$ cat config.mk
export PLATFORM = sky130hd
export DESIGN_NAME = rm1_fht_decoder
export DESIGN_NICKNAME = d
export VERILOG_FILES = /design/src/rtl/rm_pkg.sv /design/src/rtl/rm_fht_stage.sv /design/src/rtl/rm1_fht_decoder.sv
export SDC_FILE = /design/constraint.sdc
export NUM_CORES = 1
export LEC_CHECK = 0
export ABC_AREA = 0
export CORE_ASPECT_RATIO = 1.5
export CORE_MARGIN = 4
export CORE_UTILIZATION = 30
export DETAILED_ROUTE_END_ITERATION = 10
export GPL_TIMING_DRIVEN = 0
export SLEW_MARGIN = 20
export SYNTH_ARGS = -nofsm -noshare
export SYNTH_HDL_FRONTEND = slang
export SYNTH_SLANG_ARGS = --single-unit
export TNS_END_PERCENT = 10
$ cat constraint.sdc
create_clock -name clk -period 15.28 [get_ports clk]
set_input_delay 3.056 -clock clk [delete_from_list [all_inputs] [get_ports clk]]
set_output_delay 3.056 -clock clk [all_outputs]
set_load 0.005 [all_outputs]
$ cat src/rtl/rm_pkg.sv
// Shared definitions for the first-order Reed-Muller FHT decoder:
// legal code-order range, controller state encoding and the error-count rule.
package rm_pkg;

    localparam int M_MIN = 3;
    localparam int M_MAX = 6;

    typedef enum logic [1:0] {
        S_IDLE,
        S_FHT,
        S_SEARCH,
        S_DONE
    } state_t;

    // A correlation magnitude of n - 2e corresponds to e disagreeing positions.
    function automatic int err_count_f(input int n, input int best_mag);
        return (n - best_mag) / 2;
    endfunction

endpackage

$ cat src/rtl/rm_fht_stage.sv
// One full radix-2 Hadamard butterfly stage across all 2^M coefficients.
// Purely combinational; the decoder applies it once per FHT cycle.
module rm_fht_stage #(
    parameter int M = 4
) (
    input  logic [(2**M)*(M+2)-1:0] f_i,
    input  logic [$clog2(M)-1:0]    stage_i,
    output logic [(2**M)*(M+2)-1:0] f_o
);

    localparam int N = 2**M;
    localparam int W = M + 2;

    logic signed [W-1:0] f_a  [N];
    logic signed [W-1:0] nf_a [N];
    logic        [M-1:0] span;

    for (genvar g = 0; g < N; g++) begin : g_pack
        assign f_a[g]           = f_i[g*W +: W];
        assign f_o[g*W +: W]    = nf_a[g];
    end

    // Lower member of each pair takes a+b, upper member takes a-b; sums wrap.
    // NOTE: every nf_a element and span is assigned on every pass, so no latch is inferred.
    always_comb begin
        span = M'(1) << stage_i;
        for (int j = 0; j < N; j++) begin
            if ((M'(j) & span) == '0) begin
                nf_a[j] = f_a[j] + f_a[M'(j) | span];
            end else begin
                nf_a[j] = f_a[M'(j) & ~span] - f_a[j];
            end
        end
    end

endmodule

$ cat src/rtl/rm1_fht_decoder.sv
// RM(1,M) maximum-likelihood hard-decision decoder: fast Hadamard transform of
// the +/-1 mapped word, then a serial search for the largest |coefficient|.
module rm1_fht_decoder
    import rm_pkg::*;
#(
    parameter int M = 4
) (
    input  logic            clk,
    input  logic            rst,
    input  logic [2**M-1:0] r,
    input  logic            in_valid,
    output logic            in_ready,
    output logic [M:0]      message,
    output logic [M:0]      err_count,
    output logic            ambiguous,
    output logic            out_valid,
    input  logic            out_ready
);

    localparam int N  = 2**M;
    localparam int K  = M + 1;
    localparam int W  = M + 2;
    localparam int SW = $clog2(M);

    if (M < M_MIN || M > M_MAX) begin : g_bad_m
        $error("rm1_fht_decoder: parameter M outside supported range");
    end

    state_t              state_q;
    logic [SW-1:0]       stage_q;
    logic [M-1:0]        idx_q;
    logic [M-1:0]        best_idx_q;
    logic [K-1:0]        best_mag_q;
    logic                best_neg_q;
    logic                tie_q;
    logic signed [W-1:0] f_q [N];

    logic [K-1:0]        message_q;
    logic [K-1:0]        err_count_q;
    logic                ambiguous_q;
    logic                out_valid_q;
    logic                in_ready_q;

    logic [N*W-1:0]      f_flat;
    logic [N*W-1:0]      f_d;
    logic signed [W-1:0] cur_f;
    logic [K-1:0]        cur_mag;

    for (genvar g = 0; g < N; g++) begin : g_flat
        assign f_flat[g*W +: W] = f_q[g];
    end

    rm_fht_stage #(
        .M (M)
    ) u_stage (
        .f_i     (f_flat),
        .stage_i (stage_q),
        .f_o     (f_d)
    );

    // |F| never exceeds N, so K bits hold the magnitude exactly.
    assign cur_f   = f_q[idx_q];
    assign cur_mag = cur_f[W-1] ? K'(-cur_f) : K'(cur_f);

    // NOTE: the coefficient array is pure datapath, fully loaded on every accept, so it carries no reset.
    always_ff @(posedge clk) begin
        for (int j = 0; j < N; j++) begin
            if (!rst && state_q == S_IDLE && in_valid && in_ready_q) begin
                f_q[j] <= r[j] ? W'(-1) : W'(1);
            end else if (!rst && state_q == S_FHT) begin
                f_q[j] <= f_d[j*W +: W];
            end
        end
    end

    // NOTE: all state below is updated with non-blocking assignments so every register samples pre-edge values.
    always_ff @(posedge clk) begin
        if (rst) begin
            state_q     <= S_IDLE;
            stage_q     <= '0;
            idx_q       <= '0;
            best_idx_q  <= '0;
            best_mag_q  <= '0;
            best_neg_q  <= 1'b0;
            tie_q       <= 1'b0;
            message_q   <= '0;
            err_count_q <= '0;
            ambiguous_q <= 1'b0;
            out_valid_q <= 1'b0;
            in_ready_q  <= 1'b1;
        end else begin
            case (state_q)
                S_IDLE: begin
                    if (in_valid && in_ready_q) begin
                        stage_q    <= '0;
                        idx_q      <= '0;
                        best_idx_q <= '0;
                        best_mag_q <= '0;
                        best_neg_q <= 1'b0;
                        tie_q      <= 1'b0;
                        in_ready_q <= 1'b0;
                        state_q    <= S_FHT;
                    end
                end

                S_FHT: begin
                    stage_q <= stage_q + SW'(1);
                    if (stage_q == SW'(M - 1)) begin
                        idx_q   <= '0;
                        state_q <= S_SEARCH;
                    end
                end

                // Strict compare keeps the lowest index on ties.
                S_SEARCH: begin
                    if (cur_mag > best_mag_q) begin
                        best_idx_q <= idx_q;
                        best_mag_q <= cur_mag;
                        best_neg_q <= cur_f[W-1];
                        tie_q      <= 1'b0;
                    end else if (cur_mag == best_mag_q && idx_q != '0) begin
                        tie_q <= 1'b1;
                    end
                    idx_q <= idx_q + M'(1);
                    if (idx_q == M'(N - 1)) begin
                        state_q <= S_DONE;
                    end
                end

                S_DONE: begin
                    if (!out_valid_q) begin
                        message_q   <= {best_idx_q, best_neg_q};
                        err_count_q <= K'(err_count_f(N, int'(best_mag_q)));
                        ambiguous_q <= tie_q;
                        out_valid_q <= 1'b1;
                    end else if (out_ready) begin
                        out_valid_q <= 1'b0;
                        in_ready_q  <= 1'b1;
                        state_q     <= S_IDLE;
                    end
                end

                default: state_q <= S_IDLE;
            endcase
        end
    end

    assign in_ready  = in_ready_q;
    assign message   = message_q;
    assign err_count = err_count_q;
    assign ambiguous = ambiguous_q;
    assign out_valid = out_valid_q;

endmodule

# == Word-level counts from Yosys, hierarchy flattened ==
# Memory sizes are Yosys's and may differ from the RTL's. A register that Yosys moved wholly into a read port is not among the register bits.
# Cells that the tools add are included.
# word_totals
in_bits,20
register_bits,32
output_inout_bits,13
n_memories,1
mem_bits_rw,96
# memory_table
name,depth,width,rd,rd_clocked_by_memory_dff,wr,line_no,text
f_q,16,6,17,1,16,rm1_fht_decoder.sv:36,logic signed [W-1:0] f_q [N];
# classes
add_sub_neg,36
n_mux,172
bitwise_logic,49
shifts,1
magnitude_cmp,31
n_eq_ne,13
n_reduce_logical,35
# ops
operator,count
$bmux W6 S4,30
$mux W6,107
$ge A5 B5 Y1 const B,30
$not A4 Y5,23
$add A6 B6 Y6,16
$sub A6 B6 Y6,15
$logic_not A4 Y1,15
$mux W4,5
$not A3 Y5,4
$or A1 B1 Y1,16
$mux W5,3
$mux W1,13
$mux W2,6
$pmux W4 S3,1
$not A2 Y5,2
$pmux W5 S2,1
$reduce_and A3 Y1,3
$ne A2 B2 Y1 const B,4
$pmux W2 S4,1
$pmux W4 S2,1
$eq A2 B2 Y1 const B,3
$logic_and A1 B1 Y1,6
$pmux W1 S2,3
$reduce_bool A2 Y1,3
24 further kinds,26

# == Depth between registers and ports, before layout ==
# Gate-level depths: netlist (run 1).
# depth
depth_word,9
ltp_mapped,20
mapped_depth_nobuf,18

# == By module ==
# A second synthesis (run 1) with hierarchy kept.
# unflattened
cells_unflattened,2077
area_unflattened_um2,17382.9
# by_module_without_submodules
mod,seq_area_each_um2,area_each_um2,instances,cells_each
rm_fht_stage,0.0,10936.7,1,1572
rm1_fht_decoder,3603.5,6446.2,1,505

# == Least setup slack after synthesis (run 1) ==
# OpenSTA, ideal clock, no wires.
# synth_timing
path_kind,input port to flip-flop
startpoint,input rst
endpoint,memory f_q[0][0] in the netlist's numbering (enable)
arrival_ns,8.056
path_stages,3
path_buffers,2
path_slack_ns,6.641
cell_sequence,buf_4 clkbuf_1 a21oi_1
# synth_rtl
element,line_no,text
start: declaration,rm1_fht_decoder.sv:9,"input logic rst,"
end: declaration,rm1_fht_decoder.sv:36,

==> metrics.cfg, run 1 <==
[status]
status=completed

[sta]
fin_crit_sh=0.408
worstMarginPinSlew_ns=1.28
rsz0062_at_grt=false
drv_slew=0
maxClockFrequency_ghz=0.160
relSlewSlack=0.145
timing_hold_violations_final=0
setup_viol=0
tns_ns=0
whs_ns=0.455
finalCriticalPeriod_ns=6.24
finClkSkew_ns=0.0187
setup_slack_ns=9.04

[logic_synthesis]
ys_types=73
syn_area_per_cell_um2=8.32
yosys.area.top_type_share=0.174
synth_edf_count=96
yosys_warnings=0
synthFlopType=edfxtp_1
synthTopCellsByArea=edfxtp_1 (17%), ha_1 (13%), a21oi_1 (7.1%)
synth_top_cell_by_area=edfxtp_1
synth.most_common_cell=nand2_1
synth_fp_nets=2209
synth_commonest_cells=nand2_1 (239), a21oi_1 (235), ha_1 (170), o21ai_0 (146), nor2_1 (140)
ys_seq_elements=132
seq_area_frac_synth=0.218
syn_area_mm2=0.0166
synthCells=1989
ys_async_sr_fraction=0

[clocking]
cts.sinks=132
cts_buffers=17
post-cts-setup-buffer-count=0
tritoncts=built
htreeDepth=4
ctsHoldBuffers=0
insertion_delay_ns=0.50
cts_resized=0
clk_path_buf_depth=2
clk_pin_slew_ns=0.07
cts-root-buf=clkbuf_16

[routing]
post_drt_wl_per_cell_um=33.7
initialDrtViolationCount=1505
vias_per_cell=5.89
drtAntennaViolNets=0
dr_total_vias=16200
routed_wl_mm=92.8
drc=0
firstDrtPassIters=6

[pwr]
leakagePower_nw=7.52
ir_drop_mv=0.0859
p_switching_mw=2.01
seq_power_share=0.173
switching_share=0.538
pwr-share-comb=0.708
cellPowerDensity_mw_per_mm2=202
power_mw=3.73
pwr-share-clk=0.120
internal_power_mw=1.72

[setup_path]
regToRegSetupSlack_ns=9.04
critPathKind=flop to flop
r2r_start=stage_q[0]
path_max_fanout=10
reg2reg_to=f_q[12][5]
cp_slowest_cell=clkbuf_1
cp-startpoint=stage_q[0]
cp-end-kind=flop
cp-endpoint=f_q[12][5]
cp.required_ns=15.49
rr_worst_depth=18
worstPathArrival_ns=6.45
start_kind=flop
slowest_delay_ns=0.87
timing.critical_path.cells=inv_1, ha_1, buf_2, buf_2, buf_1, clkbuf_1, nand2_1, o21ai_0, nor2_1, a21oi_1, ha_1, nand2b_1, a21oi_1, o21ai_1, nand2b_1, a2111oi_0, or3_1, nand4_1

[hold_path]
hold_path.class=flop to flop

[cells_and_area]
fin_nets=2265
fillers=5790
layoutNonFillerInstCount=2756
multiInputGateArea_mm2=0.0119
utilization=0.339
seq_area_mm2=0.00360
drive_above_1_share=0.0695
stdcell_area_mm2=0.0185
area_growth_pct=11.8

[floorplan]
io-pin-count=33
initial_core_util=0.303
die_w_um=200
die_h_um=296
design.die.area_mm2=0.0591
row_count=105
core-area_mm2=0.0547

[grt]
track_usage=0.312
antenna_found_initial=2
grt_pass1_wl_mm=126
grt_pass1_vias=16200
grt_overflow=0
grt_start_max_net_pins=21

[place]
place_area_mm2=0.0179
globalplace.congestion=1.02
dpl_worst_slack_ns=8.68
dp_cells=2721
dp_hpwl_mm=75.9
io_buffer_count=31

[job]
drv_cap=0

[cell usage in the layout (no fill, tap or decap), types with 17 or more instances in the layout]
cell             netlist  layout
mux2_2                24      24
fa_1                  30      30
mux2i_1              116     116
a21oi_1              235     234
buf_1                 20      17
mux4_2                28      28
nor2_1               140     140
nand2_1              239     239
clkbuf_16              0      19
clkdlybuf4s50_1        0      31
edfxtp_1              96      96
o21a_1                20      20
xnor2_1               88      88
o21ai_1               40      41
nor3_1                17      17
o211ai_1              17      17
inv_1                124     124
buf_2                 23      26
xor2_1                47      47
clkbuf_1              70      67
o21ai_0              146     145
dfxtp_1               36      36
ha_1                 170     170
a21o_1                53      53
[worst min-delay path by stage]
stage	start	endpoint	slack [ns]	cells past startpoint
2_1_floorplan	tie_q	ambiguous	0.43	2
3_3_place_gp	err_count[3]	err_count[3]	0.44	2
3_5_place_dp	err_count[3]	err_count[3]	0.45	2
4_1_cts	err_count[3]	err_count[3]	0.46	2
5_1_grt	tie_q	ambiguous	0.47	2
6_report	message[0]	message[0]	0.45	2
[layout make-up]
type,instances,area share
timing repair buffer,37,0.0243
antenna,3,0.000406
clock inverter,13,0.00649
inverter,126,0.0256
multi-input combinational,1608,0.645
sequential,132,0.195
tap,695,0.0470
buffer,123,0.0306
clock buffer,19,0.0257
[registers in the layout (all words and copies together) (netlist names), named ones only]
name and cells:
message 5, best_neg_q 1, out_valid 1, err_count 5, idx_q 4, state_q 2, best_idx_q 4, tie_q 1
in_ready 1, best_mag_q 5, ambiguous 1, f_q 96, stage_q 2
[power by group through the flow]
stage | clock network (mW) | registers (mW) | logic (mW)
floorplan | 0 | 0.557 | 1.78
global placement | 0 | 0.673 | 2.55
detailed placement | 0 | 0.647 | 2.59
CTS | 0.455 | 0.640 | 2.61
global route | 0.467 | 0.642 | 2.86
finish | 0.448 | 0.645 | 2.64
[metal layers]
| metal | track usage | wire [µm] | vias to the layer above |
|---|---|---|---|
| met4 | 0.247 | 9250 | 0 |
| met5 | 0 | 0 | - |
| met2 | 0.534 | 45100 | 711 |
| li1 | - | - | 7257 |
| met3 | 0.0491 | 5140 | 274 |
| met1 | 0.340 | 33400 | 8003 |
[cells by family after synthesis]
kind of cell / share of synthesized area
adder cells (fa/ha/maj): 0.165
flip-flops: 0.218
buffers and inverters: 0.0624
AO/OA/AOI/OAI: 0.220
XOR/XNOR: 0.0714
multiplexers: 0.140
AND/OR/NAND/NOR: 0.124
[critical path, delay by kind of cell (launching register included)]
family,cells,cell delay (ns)
buf+inv,5,2.40
simple gates,6,0.82
fa+ha+maj,2,0.55
compound gates,5,1.81
flops,1,0.34
Note: power is estimated with default switching activity, not from simulation.
==> run 2: changes to the inputs <==
Clock period 15.28 ns to 5.7 ns, I/O delays scaled along.
==> run 2 against run 1 <==
Highest routed layer unchanged. Clock power rose to 2.7 times the previous value. The run now ends with setup timing left. Sequential share of layout area is essentially flat. Wire length fell by 5.2%. Global-route usage shrank 1.7 points. Cell count fell by 0.11%. Combinational power rose to 2.7 times the previous value. Flip-flop and latch count unchanged. Worst hold slack is essentially flat.
==> metrics.cfg, run 2 (synthesized netlist as in run 1, its figures left out) <==
[sta]
rsz0062_at_grt=true
maxClockFrequency_ghz=0.175  ; +9.1%
finalCriticalPeriod_ns=5.72  ; -0.519 ns
relSlewSlack=0.171  ; +0.0263
setup_slack_ns=-0.0189  ; -9.06 ns
setup_viol=1  ; +1
worstMarginPinSlew_ns=1.24  ; -0.0394 ns
finClkSkew_ns=0.0195  ; +0.000743 ns
drv_slew=0  ; unchanged
timing_hold_violations_final=0  ; unchanged
tns_ns=-0.0189  ; -0.0189 ns
fin_crit_sh=1.00  ; +0.595

[cells_and_area]
fillers=5759  ; -0.54%
largest_reg_flops=96  ; unchanged
n_antenna_cell=0  ; -3
top_register=f_q
layout_common_cells=nand2_1 (239), a21oi_1 (234), ha_1 (170), o21ai_0 (143), nor2_1 (140)
drive_above_1_share=0.0705  ; +0.000972
area_growth_pct=12.0
layout_commonest_cell=nand2_1
fin_nets=2265  ; unchanged

[pwr]
internal_power_mw=4.70  ; +170%
ir_drop_mv=0.173  ; +100%
switching_share=0.527  ; -0.0109
seq_power_share=0.173  ; about the same
leakagePower_nw=7.55  ; +0.35%
pwr-share-clk=0.123  ; +0.003
cellPowerDensity_mw_per_mm2=537  ; +170%
pwr-share-comb=0.704  ; -0.004
p_switching_mw=5.25  ; +160%

[setup_path]
timing.critical_path.cells=ha_1, clkbuf_1, clkbuf_1, clkbuf_1, clkdlybuf4s15_2, clkbuf_1, nand2_1, o31ai_1, ha_1, a21o_1, a21oi_1, o21ai_0, xor2_1, mux2i_1, nand3_1
critical-path-top-delay-family=buffers and inverters
cp-end-kind=flop
cp-startpoint=stage_q[1]
crit_cells=15  ; -3
r2r_start=stage_q[1]
cp-endpoint=f_q[14][5]
slowest_delay_ns=0.63  ; -0.24 ns
rr_worst_depth=15  ; -3
cp.required_ns=5.91  ; -9.58 ns
reg2reg_to=f_q[14][5]
critPathKind=flop to flop
regToRegSetupSlack_ns=-0.02  ; -9.06 ns
start_kind=flop
critPathBufInv=5  ; unchanged
path_max_fanout=10  ; unchanged
cp_slowest_cell=clkbuf_1
crit_path_frequent_cell=clkbuf_1
worstPathArrival_ns=5.93  ; -0.52 ns

[routing]
initialDrtViolationCount=1425  ; -5.3%
firstDrtPassIters=6  ; unchanged
post_drt_wl_per_cell_um=32.0  ; -5.1%
drtAntennaViolNets=0  ; unchanged
drc=0  ; unchanged
routed_wl_mm=88.0  ; -5.2%
dr_total_vias=16500  ; +1.8%
vias_per_cell=6.01  ; +1.9%

[floorplan]
die_h_um=296  ; unchanged
design.die.area_mm2=0.0591  ; unchanged
core-area_mm2=0.0547  ; unchanged
row_count=105  ; unchanged
initial_core_util=0.303  ; unchanged
die_w_um=200  ; unchanged
io-pin-count=33  ; unchanged

[place]
io_buffer_count=31  ; unchanged
globalplace.congestion=1.08  ; +5.7%
dp_hpwl_mm=71.6  ; -5.6%
dpl_worst_slack_ns=-0.111  ; -8.79 ns

[grt]
track_usage=0.295  ; -0.0171
grt_pass1_wl_mm=121  ; -3.8%
antenna_found_initial=0  ; -2
grt_overflow=0  ; unchanged
grt_pass1_vias=16600  ; +2.2%
grt_start_max_net_pins=21  ; unchanged

[clocking]
cts-root-buf=clkbuf_16
clk_pin_slew_ns=0.07  ; about the same
cts_buffers=17  ; unchanged
cts.sinks=132  ; unchanged
insertion_delay_ns=0.49  ; about the same
tritoncts=built
htreeDepth=4  ; unchanged
ctsHoldBuffers=0  ; unchanged
clk_path_buf_depth=2  ; unchanged

[hold_path]
hold_path.class=flop to flop

[status]
violations=setup timing
status=finished, violations left

[job]
drv_cap=0  ; unchanged

## run 2: routing by layer
layer | track usage | share of wire
met1 | 0.312 | 0.35
met2 | 0.504 | 0.48
met3 | 0.0527 | 0.063
met4 | 0.248 | 0.11
met5 | 0 | 0
## run 2: repair_timing
item | in CTS | in global routing
resized for setup | 4 | 5
setup endpoints to repair | 2 | 4
buffers inserted | 0 | 0
## run 2: power groups by stage
stage	Combinational [mW]	Clock, mW	Sequential (mW)
finish	7.01	1.22	1.72
global route	7.60	1.28	1.70
CTS	6.89	1.24	1.70
detailed placement	6.85	0	1.71
global placement	6.66	0	1.75
floorplan	4.76	0	1.48
## run 2: worst min path at each step
stage	startpoint	end	depth (start not counted)
after floorplan	tie_q	ambiguous	2
after global placement	best_neg_q	message[0]	2
after detailed placement	best_idx_q[3]	message[4]	2
after CTS	best_idx_q[3]	message[4]	2
after global routing	best_idx_q[3]	message[4]	2
final	err_count[3]	err_count[3]	2
## run 2: worst reg2reg max path, stage by stage (launching register included)
cell and delay, ns:
dfxtp_1 0.39, ha_1 0.16, clkbuf_1 0.55, clkbuf_1 0.49
clkbuf_1 0.49, clkdlybuf4s15_2 0.62, clkbuf_1 0.65, nand2_1 0.23
o31ai_1 0.20, ha_1 0.32, a21o_1 0.17, a21oi_1 0.21
o21ai_0 0.37, xor2_1 0.31, mux2i_1 0.21, nand3_1 0.08
## run 2: cell type report
class	count	area [µm²]	area share
Timing Repair Buffer	37	455	0.0246
Sequential cell	132	3600	0.194
Clock buffer	20	479	0.0259
Tap cell	695	870	0.0469
Buffer	123	577	0.0311
Inverter	126	473	0.0255
Multi-Input combinational cell	1608	11900	0.644
Clock inverter	12	138	0.00743
## run 2: metrics by stage
step	power, mW	instances	cell area [µm²]	hold WS, ns	utilization
after global placement	8.41	2715	17700	0.440	0.325
after CTS	9.83	2753	18500	0.456	0.339
after detailed placement	8.56	2721	17900	0.445	0.327
after global routing	10.6	2753	18500	0.472	0.339
final	9.95	2753	18500	0.455	0.339
after floorplan	6.24	1989	16600	0.431	-
